--- config.mk ---
export PLATFORM = sky130hd
export DESIGN_NAME = route_demux
export DESIGN_NICKNAME = d
export VERILOG_FILES = /design/src/rtl/route_demux.sv
export SDC_FILE = /design/constraint.sdc
export NUM_CORES = 1
export LEC_CHECK = 0
export ABC_CLOCK_PERIOD_IN_PS = 3200
export BUFFER_PORTS_ARGS = -buffer_cell sky130_fd_sc_hd__buf_2
export CORE_MARGIN = 8
export CORE_UTILIZATION = 52
export DETAILED_ROUTE_END_ITERATION = 8
export MAX_ROUTING_LAYER = met4
export PLACE_DENSITY_LB_ADDON = 0.08
export SYNTH_ARGS = -nofsm -noshare
export SYNTH_HDL_FRONTEND = slang
export SYNTH_SLANG_ARGS = --single-unit
--- constraint.sdc ---
create_clock -name clk -period 3.2 [get_ports clk]
set_input_delay 0.16 -clock clk [delete_from_list [all_inputs] [get_ports clk]]
set_output_delay 0.16 -clock clk [all_outputs]
set_load 0.02 [all_outputs]
--- src/rtl/route_demux.sv ---
// route_demux: 1-to-2 demultiplexer with a single-entry holding register per
// output port and a free-running transfer counter per port.
module route_demux #(
  parameter int unsigned WIDTH = 32,
  parameter int unsigned CNTW  = 16
) (
  input  logic             clk,
  input  logic             reset,
  input  logic             in_valid,
  output logic             in_ready,
  input  logic             in_sel,
  input  logic [WIDTH-1:0] in_data,
  output logic             out0_valid,
  input  logic             out0_ready,
  output logic [WIDTH-1:0] out0_data,
  output logic             out1_valid,
  input  logic             out1_ready,
  output logic [WIDTH-1:0] out1_data,
  output logic [CNTW-1:0]  cnt0,
  output logic [CNTW-1:0]  cnt1
);

  logic [1:0]       valid_q, valid_d;
  logic [WIDTH-1:0] data0_q, data0_d;
  logic [WIDTH-1:0] data1_q, data1_d;
  logic [CNTW-1:0]  cnt0_q, cnt0_d;
  logic [CNTW-1:0]  cnt1_q, cnt1_d;
  logic [1:0]       out_fire;
  logic [1:0]       wr_en;
  logic             in_fire;

  // Upstream ready depends only on the selected port, so a stalled port never blocks the other.
  always_comb begin
    in_ready = in_sel ? (~valid_q[1] | out1_ready) : (~valid_q[0] | out0_ready);
  end

  // Transfer strobes for the input side and each output port.
  always_comb begin
    in_fire  = in_valid & in_ready;
    out_fire = {valid_q[1] & out1_ready, valid_q[0] & out0_ready};
    wr_en    = {in_sel, ~in_sel} & {2{in_fire}};
  end

  // Next-state: a write wins over a drain so pass-through keeps valid high.
  always_comb begin
    valid_d = valid_q;
    data0_d = data0_q;
    data1_d = data1_q;
    cnt0_d  = cnt0_q + CNTW'(out_fire[0]);
    cnt1_d  = cnt1_q + CNTW'(out_fire[1]);
    if (out_fire[0]) valid_d[0] = 1'b0;
    if (out_fire[1]) valid_d[1] = 1'b0;
    if (wr_en[0]) begin
      valid_d[0] = 1'b1;
      data0_d    = in_data;
    end
    if (wr_en[1]) begin
      valid_d[1] = 1'b1;
      data1_d    = in_data;
    end
  end

  // State registers; reset discards held words and clears the counters.
  always_ff @(posedge clk) begin
    if (reset) begin
      valid_q <= '0;
      data0_q <= '0;
      data1_q <= '0;
      cnt0_q  <= '0;
      cnt1_q  <= '0;
    end else begin
      valid_q <= valid_d;
      data0_q <= data0_d;
      data1_q <= data1_d;
      cnt0_q  <= cnt0_d;
      cnt1_q  <= cnt1_d;
    end
  end

  assign out0_valid = valid_q[0];
  assign out1_valid = valid_q[1];
  assign out0_data  = data0_q;
  assign out1_data  = data1_q;
  assign cnt0       = cnt0_q;
  assign cnt1       = cnt1_q;

endmodule

# [Yosys cells after proc, flatten, opt, wreduce, memory -nomap -nowiden]
# Index checks and enable logic that the tools add are counted.
# W data, S select, Z words.
[word_totals] register_bits=98 input_bits=38
[op_classes] add_sub_neg=2 n_reduce_logical=2 n_bitwise=9 mux=5
[op_table] cell="$add A16 B1 Y16" count=2
[op_table] cell="$mux W1" count=5
[op_table] cell="$reduce_bool A2 Y1" count=2
[op_table] cell="$and A1 B1 Y1" count=3
[op_table] cell="$not A1 Y1" count=3
[op_table] cell="$and A2 B2 Y2" count=1
[op_table] cell="$or A1 B1 Y1" count=2

# [Logic depth before layout (Yosys ltp)]
# Gate-level depths: netlist of the first run.
[depth] word_depth=6 mapped_depth=7

# [Least setup slack after synthesis of the first run]
# OpenSTA, ideal clock, no wires.
[synth_path] kind="reg2reg" start="reg valid_q[1]" end="reg cnt1_q[14], in the netlist cnt1[14]" arrival_time_ps=1823 synth_period_minus_slack_ps=1894 stages_incl_launch_ff=8 path_slack_ps=1306 t_required_ps=3130 setup_time_ps=70 cell_sequence="dfxtp_1 > and2_1 > ha_1 > ha_1 > nand2_1 > or3_1 > or3_1 > a21oi_1"
[synth_via] elab_chain_cells=2
[synth_lines] item="from (decl)" line="23" source="logic [1:0] valid_q, valid_d;"
[synth_lines] item="from (signal assigned)" line="72" source="valid_q <= valid_d;"
[synth_lines] item="$and A1 B1 Y1" line="40" source="out_fire = {valid_q[1] & out1_ready, valid_q[0] & out0_ready};"
[synth_lines] item="$add A16 B1 Y16" line="50" source="cnt1_d = cnt1_q + CNTW'(out_fire[1]);"
[synth_lines] item="to (signal assigned)" line="76" source="cnt1_q <= cnt1_d;"
[synth_lines] item="to (decl)" line="27" source="logic [CNTW-1:0] cnt1_q, cnt1_d;"
# No other way between the ends.
# A chain may end at the register's enable or synchronous reset.

# [Worst setup path after layout of the first run]
# Ends and elaborated chain as after synthesis.

==> summary.txt, run 1 <==
Layout
  • Area Overhead vs Synth: 26.1%
  • Final #Nets: 620
  • Layout filler cell count: 639
  • Post-layout util: 67.8%
  • Layout cell share with drive strength beyond 1: 27.5%

Worst hold path
  • HP Class: input pin to flip-flop

Clocking
  • H-tree depth: 3
  • Post-CTS Setup Inserts: 0
  • CTS resizes: 0
  • Clk root buf: clkbuf_8
  • Skew-Pair Late Insertion Delay: 0.35 ns
  • TritonCTS Buffers: 9
  • Clock-pin slew on the worst setup and hold paths: 0.09 ns
  • CTS Buffer Depth: 2
  • Clock sink total: 98
  • Hold Buf Count CTS: 0
  • CTS tree: done

Power and ir drop
  • Max VDD drop: 0.303 mV
  • PD cells: 493 nW/um^2
  • Tot Pwr: 2.28 mW
  • Leak Pwr: 2.04 nW

Synthesis
  • Synth warn: 0
  • Top post-synthesis cells by area: dfxtp_1, nand2_1, a21oi_1
  • Cell accounting for the most synthesized area: dfxtp_1
  • Top-area cell type share of the netlist area: 53.4%
  • Register area share after synthesis: 53.4%
  • Mapped Cells: 449
  • Syn_nets: 493
  • Mapped cell area: 3670 um^2
  • Post-synth cell types: 25
  • Yosys reg bits: 98
  • Syn avg cell area: 8.18 um^2

Setup path
  • Worst path required time: 3.46 ns
  • CP bufs+invs: 0
  • CP cell instances: and2_1 > ha_1 > ha_1 > nand2_1 > or3_1 > or3_1 > a21oi_1
  • CP max FO: 5
  • Startpoint types: flip-flop
  • Critical path class: flip-flop to flip-flop
  • Critical path's top delay family: simple AND/OR/NAND/NOR gates
  • CP max stage cell: dfxtp_1
  • Arrival @ worst endpoint: 2.19 ns
  • CP max stage delay: 0.34 ns
  • CP endpoint kind: flip-flop

STA
  • Min Tclk post-route: 1.93 ns
  • Final period util: 60.4%
  • Worst slew pin tran: 0.975 ns
  • Max-slew headroom: 35.0%
  • Total negative slack: 0 ns
  • Final setup viols: 0
  • Clock skew: 0.0139 ns
  • Fin. max-slew vios: 0
  • Max Fclk: 0.518 GHz
  • RSZ-0062 raised after global routing: false
  • Setup ws final: 1.27 ns
  • Fin. Hold Viols: 0

GRT
  • Met2 usage: 30.6%
  • Vias in the first global route: 3260
  • Met3 usage: 6.44%
  • Global route hottest layer: met2
  • GRT Total Usage: 19.4%
  • First-pass GRT wire length: 15400 um
  • Total gr overflow: 0
  • Initial antenna violation count: 0
  • Pin count of the biggest net entering global routing: 55
  • Met1 usage in global routing: 21.9%

Floorplan
  • Top Ports: 137
  • FP Rows: 30
  • Initial Util: 53.8%
  • Die Wd: 100 um
  • Die Span Y: 100 um
  • Core area: 6830 um^2
  • DIE AREA: 10000 um^2

Drt
  • DR WL/cell: 13.8 um
  • Routed WL: 9390 um
  • Vias post-DR: 3362
  • First-pass DRT Iterations: 4
  • Drt initial violations: 70
  • DRT antenna net count: 0
  • Via density: 4.96
  • DRC: 0

Place
  • DP Wirelength: 6920 um
  • IO buf count: 136
  • Worst slack, placed: 1.32 ns
  • Final Wtd Congestion: 0.797

Status
  • Status: complete, no violations

Job
  • Max-cap violations: 0
## layout by cell type (no fill, tap or decap), types with 4 or more instances in the layout
cell type / synthesis / layout
xor2_1: 4 / 4
nand4_1: 5 / 5
nor2b_1: 4 / 4
nand3_1: 13 / 13
buf_4: 0 / 4
or3_1: 8 / 8
dfxtp_1: 98 / 98
xnor2_1: 16 / 16
a21oi_1: 73 / 73
nor4_1: 8 / 8
o21ai_0: 8 / 8
nor2_1: 23 / 23
clkbuf_8: 0 / 13
nand2_1: 138 / 138
buf_2: 1 / 136
ha_1: 6 / 6
nor3_1: 5 / 5
## logic make-up (layout without fill, tap and decap cells)
| group | after synthesis | in the layout | synth area share (%) |
|---|---|---|---|
| and+or+nand+nor | 215 | 215 | 25.6 |
| DFF | 98 | 98 | 53.4 |
| AOI/OAI and AO/OA | 81 | 81 | 11.0 |
| buffers and inverters | 28 | 160 | 2.89 |
| xor gates and xnor gates | 20 | 20 | 4.77 |
| adders and majority gates | 6 | 6 | 2.04 |
| muxes | 1 | 1 | 0.306 |
| other | 0 | 1 | 0 |
## cells in the mapped netlist (all sizes together)
master,number
buf,1
and3b,1
and2,2
dfxtp,98
nand2,138
xor2,4
ha,6
nand3b,1
nor2,23
nor2b,4
nor3,5
inv,3
nand2b,3
mux2,1
and3,2
o21ai,8
or3,9
a21oi,73
nand4,6
nor4,8
xnor2,16
nand3,13
clkbuf,24
## area by class of cell
type,instances,area (um^2),share of cell area (%)
clock inverters,3,21.3,0.459
repair buffers,141,731,15.8
inverters,3,11.3,0.243
well taps,96,120,2.59
clock buffers,13,179,3.86
flip-flops and latches,98,1960,42.3
multi-input cells,323,1610,34.7
diodes,1,2.50,0.0540
## report_power, final
part	switching [mW]	total [mW]	internal, mW
combinational	0.154	0.231	0.0773
sequential	0.0197	1.28	1.26
clock	0.406	0.775	0.369
total	0.580	2.28	1.70
## state kept, by name, indices dropped and copies added, names as in the netlist
| name | cells |
|---|---|
| cnt0 | 16 |
| cnt1 | 16 |
| out0_data | 32 |
| out1_data | 32 |
| valid_q | 2 |
## per-stage QoR
step | cell area [um^2] | hold WS, ns | std cells
detailed placement | 4430 | 0.418 | 661
finish | 4630 | 0.0485 | 678
global placement | 4430 | 0.412 | 661
floorplan | 3670 | 0.296 | 449
global route | 4630 | 0.0346 | 677
CTS | 4630 | 0.0356 | 677
## final timing paths
path,start,end,slack (ns),depth (start not counted)
max,valid_q[1],cnt1[14],1.27,7
min,in_data[15],out1_data[15],0.05,3
max reg2reg,valid_q[1],cnt1[14],1.27,7
min reg2reg,out1_data[2],out1_data[2],0.45,2
## routing by layer
metal / up-vias / routed length, um
li1: 1739 / -
met1: 1524 / 4090
met2: 85 / 4430
met3: 14 / 677
met4: 0 / 190
met5: - / 0
## worst min-delay path, delay by kind of cell
family | cells | cell delay [ns]
buffers and inverters | 1 | 0.10
AOI/OAI and AO/OA | 1 | 0.05
and+or+nand+nor | 1 | 0.05
Note: power is estimated with default switching activity, not from simulation.
==> run 2, diff against run 1 <==
--- a/config.mk
+++ b/config.mk
@@ -5,10 +5,10 @@
 export SDC_FILE = /design/constraint.sdc
 export NUM_CORES = 1
 export LEC_CHECK = 0
-export ABC_CLOCK_PERIOD_IN_PS = 3200
+export ABC_CLOCK_PERIOD_IN_PS = 2000
 export BUFFER_PORTS_ARGS = -buffer_cell sky130_fd_sc_hd__buf_2
 export CORE_MARGIN = 8
-export CORE_UTILIZATION = 52
+export CORE_UTILIZATION = 49
 export DETAILED_ROUTE_END_ITERATION = 8
 export MAX_ROUTING_LAYER = met4
 export PLACE_DENSITY_LB_ADDON = 0.08
==> constraint.sdc (replaced) <==
create_clock -name clk -period 2 [get_ports clk]
set_input_delay 0.1 -clock clk [delete_from_list [all_inputs] [get_ports clk]]
set_output_delay 0.1 -clock clk [all_outputs]
set_load 0.02 [all_outputs]
==> summary.txt, run 2 (synthesized netlist as in run 1, its figures left out) <==
Drt
  • DR WL/cell: 14.3 um (+3.4%)
  • DRC: 0 (unchanged)
  • DRT antenna net count: 0 (unchanged)
  • Via density: 4.99 (+0.72%)
  • First-pass DRT Iterations: 4 (unchanged)
  • Routed WL: 10300 um (+9.2%)
  • Vias post-DR: 3576 (+6.4%)
  • Drt initial violations: 107 (+53%)

Floorplan
  • Die Span Y: 103 um (+2.5%)
  • Top Ports: 137 (unchanged)
  • Die Wd: 103 um (+2.5%)
  • FP Rows: 31 (+3.3%)
  • Core area: 7250 um^2 (+6.2%)
  • DIE AREA: 10500 um^2 (+5.1%)
  • Initial Util: 50.7% (-3.1 points)

Power and ir drop
  • Tot Pwr: 3.88 mW (+70%)
  • Sequential share of power: 52.7% (-3.3 points)
  • Max VDD drop: 0.356 mV (+18%)
  • PD cells: 772 nW/um^2 (+57%)
  • P_int: 2.92 mW (+72%)
  • Comb pwr share: 11.3% (+1.2 points)
  • Switching share of power: 24.7% (-0.68 points)
  • Clock power share: 36.0% (+2.1 points)
  • Leak Pwr: 2.20 nW (+7.9%)
  • NetSw: 0.959 mW (+65%)

STA
  • Fin. Hold Viols: 0 (unchanged)
  • Max Fclk: 0.538 GHz (+3.9%)
  • Final period util: 92.9% (+33 points)
  • RSZ-0062 raised after global routing: false
  • Final setup viols: 0 (unchanged)
  • Total negative slack: 0 ns (unchanged)
  • Max-slew headroom: 73.8% (+39 points)
  • Worst slew pin tran: 0.389 ns (-0.586 ns)
  • Clock skew: 0.00714 ns (-0.00679 ns)
  • Min Tclk post-route: 1.86 ns (-0.0733 ns)
  • Fin. max-slew vios: 0 (unchanged)

Setup path
  • Worst path required time: 2.28 ns (-1.18 ns)
  • CP bufs+invs: 0 (unchanged)
  • CP max stage delay: 0.35 ns (about the same)
  • CP max FO: 5 (unchanged)
  • CP cell instances: and2_4 > ha_2 > ha_2 > nand2_1 > or3_1 > or3_1 > a21oi_1
  • CP endpoint kind: flip-flop
  • Critical path's top delay family: simple AND/OR/NAND/NOR gates
  • Startpoint types: flip-flop
  • Arrival @ worst endpoint: 2.14 ns (-0.05 ns)
  • CP max stage cell: dfxtp_1
  • Critical path class: flip-flop to flip-flop

Layout
  • Layout filler cell count: 635 (-0.63%)
  • Area Overhead vs Synth: 36.9%
  • Most common cell after layout, fill and taps aside: nand2_1
  • Layout cell share with drive strength beyond 1: 26.9% (-0.63 points)
  • Final #Nets: 657 (+6.0%)
  • Antenna cells: 0 (-1)
  • Most frequent cells in the layout: nand2_1, buf_2, dfxtp_1

Place
  • DP Wirelength: 7040 um (+1.6%)
  • Final Wtd Congestion: 0.792 (-0.61%)
  • IO buf count: 136 (unchanged)

GRT
  • Total gr overflow: 0 (unchanged)
  • Pin count of the biggest net entering global routing: 56 (+1.8%)
  • First-pass GRT wire length: 16000 um (+3.8%)
  • Initial antenna violation count: 0 (unchanged)
  • GRT Total Usage: 19.8% (+0.38 points)
  • Vias in the first global route: 3439 (+5.5%)

Clocking
  • Clock-pin slew on the worst setup and hold paths: 0.09 ns (about the same)
  • H-tree depth: 3 (unchanged)
  • Clock sink total: 98 (unchanged)
  • Skew-Pair Late Insertion Delay: 0.35 ns (about the same)
  • Clk root buf: clkbuf_8
  • TritonCTS Buffers: 9 (unchanged)
  • CTS tree: done
  • CTS Buffer Depth: 2 (unchanged)
  • Post-CTS Setup Inserts: 0 (unchanged)

Worst hold path
  • HP Class: input pin to flip-flop

Job
  • Max-cap violations: 0 (unchanged)

Status
  • Status: complete, no violations
==> run 2: changes by cell type in the layout (fill, tap and decap cells not counted), sizes merged <==
cell	before	now
clkinv	2	1
buf	141	146
bufinv	0	2
dlygate4sd3	0	32
clkbuf	13	11
diode	1	0
==> run 2: layout make-up <==
class	instances	area [um^2]	area share, %
Timing Repair Buffer	178	1100	21.9
Clock inverter	4	76.3	1.52
Multi-Input combinational cell	323	1610	32.1
Sequential cell	98	1960	39.0
Tap cell	99	124	2.46
Clock buffer	11	141	2.81
Inverter	3	11.3	0.224
==> run 2: power groups by stage <==
stage,Clock (mW),Sequential (mW),Combinational (mW)
floorplan,0,2.17,0.140
global placement,0,2.09,0.383
detailed placement,0,2.09,0.388
CTS,1.43,2.05,0.437
global route,1.50,2.06,0.476
finish,1.40,2.05,0.437
==> run 2: worst paths after layout <==
kind | startpoint | endpoint | slack (ns) | cells past startpoint
min reg2reg | out1_data[12] | out1_data[12] | 0.45 | 2
max reg2reg | valid_q[1] | cnt1[14] | 0.14 | 7
max | valid_q[1] | cnt1[14] | 0.14 | 7
min | out1_ready | valid_q[1] | 0.12 | 3
==> run 2: tightest hold or removal path, delay by kind of cell <==
kind | cells | cell delay (ns)
AO/OA/AOI/OAI | 1 | 0.07
AND/OR/NAND/NOR | 1 | 0.15
buffers and inverters | 1 | 0.09
==> run 2: per-layer routing <==
metal	global-route usage, %	vias up	share of wire [%]	wire length, um
li1	-	1805	-	-
met1	22.5	1627	42	4280
met2	32.5	126	49	5030
met3	4.52	18	7.1	732
met4	9.26	0	2.0	203
met5	-	-	0	0
==> run 2: through the flow <==
stage | std cells | instance area [um^2] | hold WS [ns] | utilization, % | setup WS, ns
floorplan | 449 | 3670 | 0.236 | - | 0.106
global placement | 669 | 4480 | 0.353 | 61.8 | 0.169
detailed placement | 669 | 4480 | 0.357 | 61.8 | 0.124
CTS | 716 | 5020 | 0.0923 | 69.2 | 0.0999
global route | 716 | 5030 | 0.120 | 69.3 | 0.0204
finish | 716 | 5030 | 0.116 | 69.3 | 0.142
==> run 2: repair_timing <==
item	in CTS	in global routing
endpoints found under the setup margin	0	1
hold endpoints to repair	63	0
gates resized for setup	0	3
hold buffers	32	0
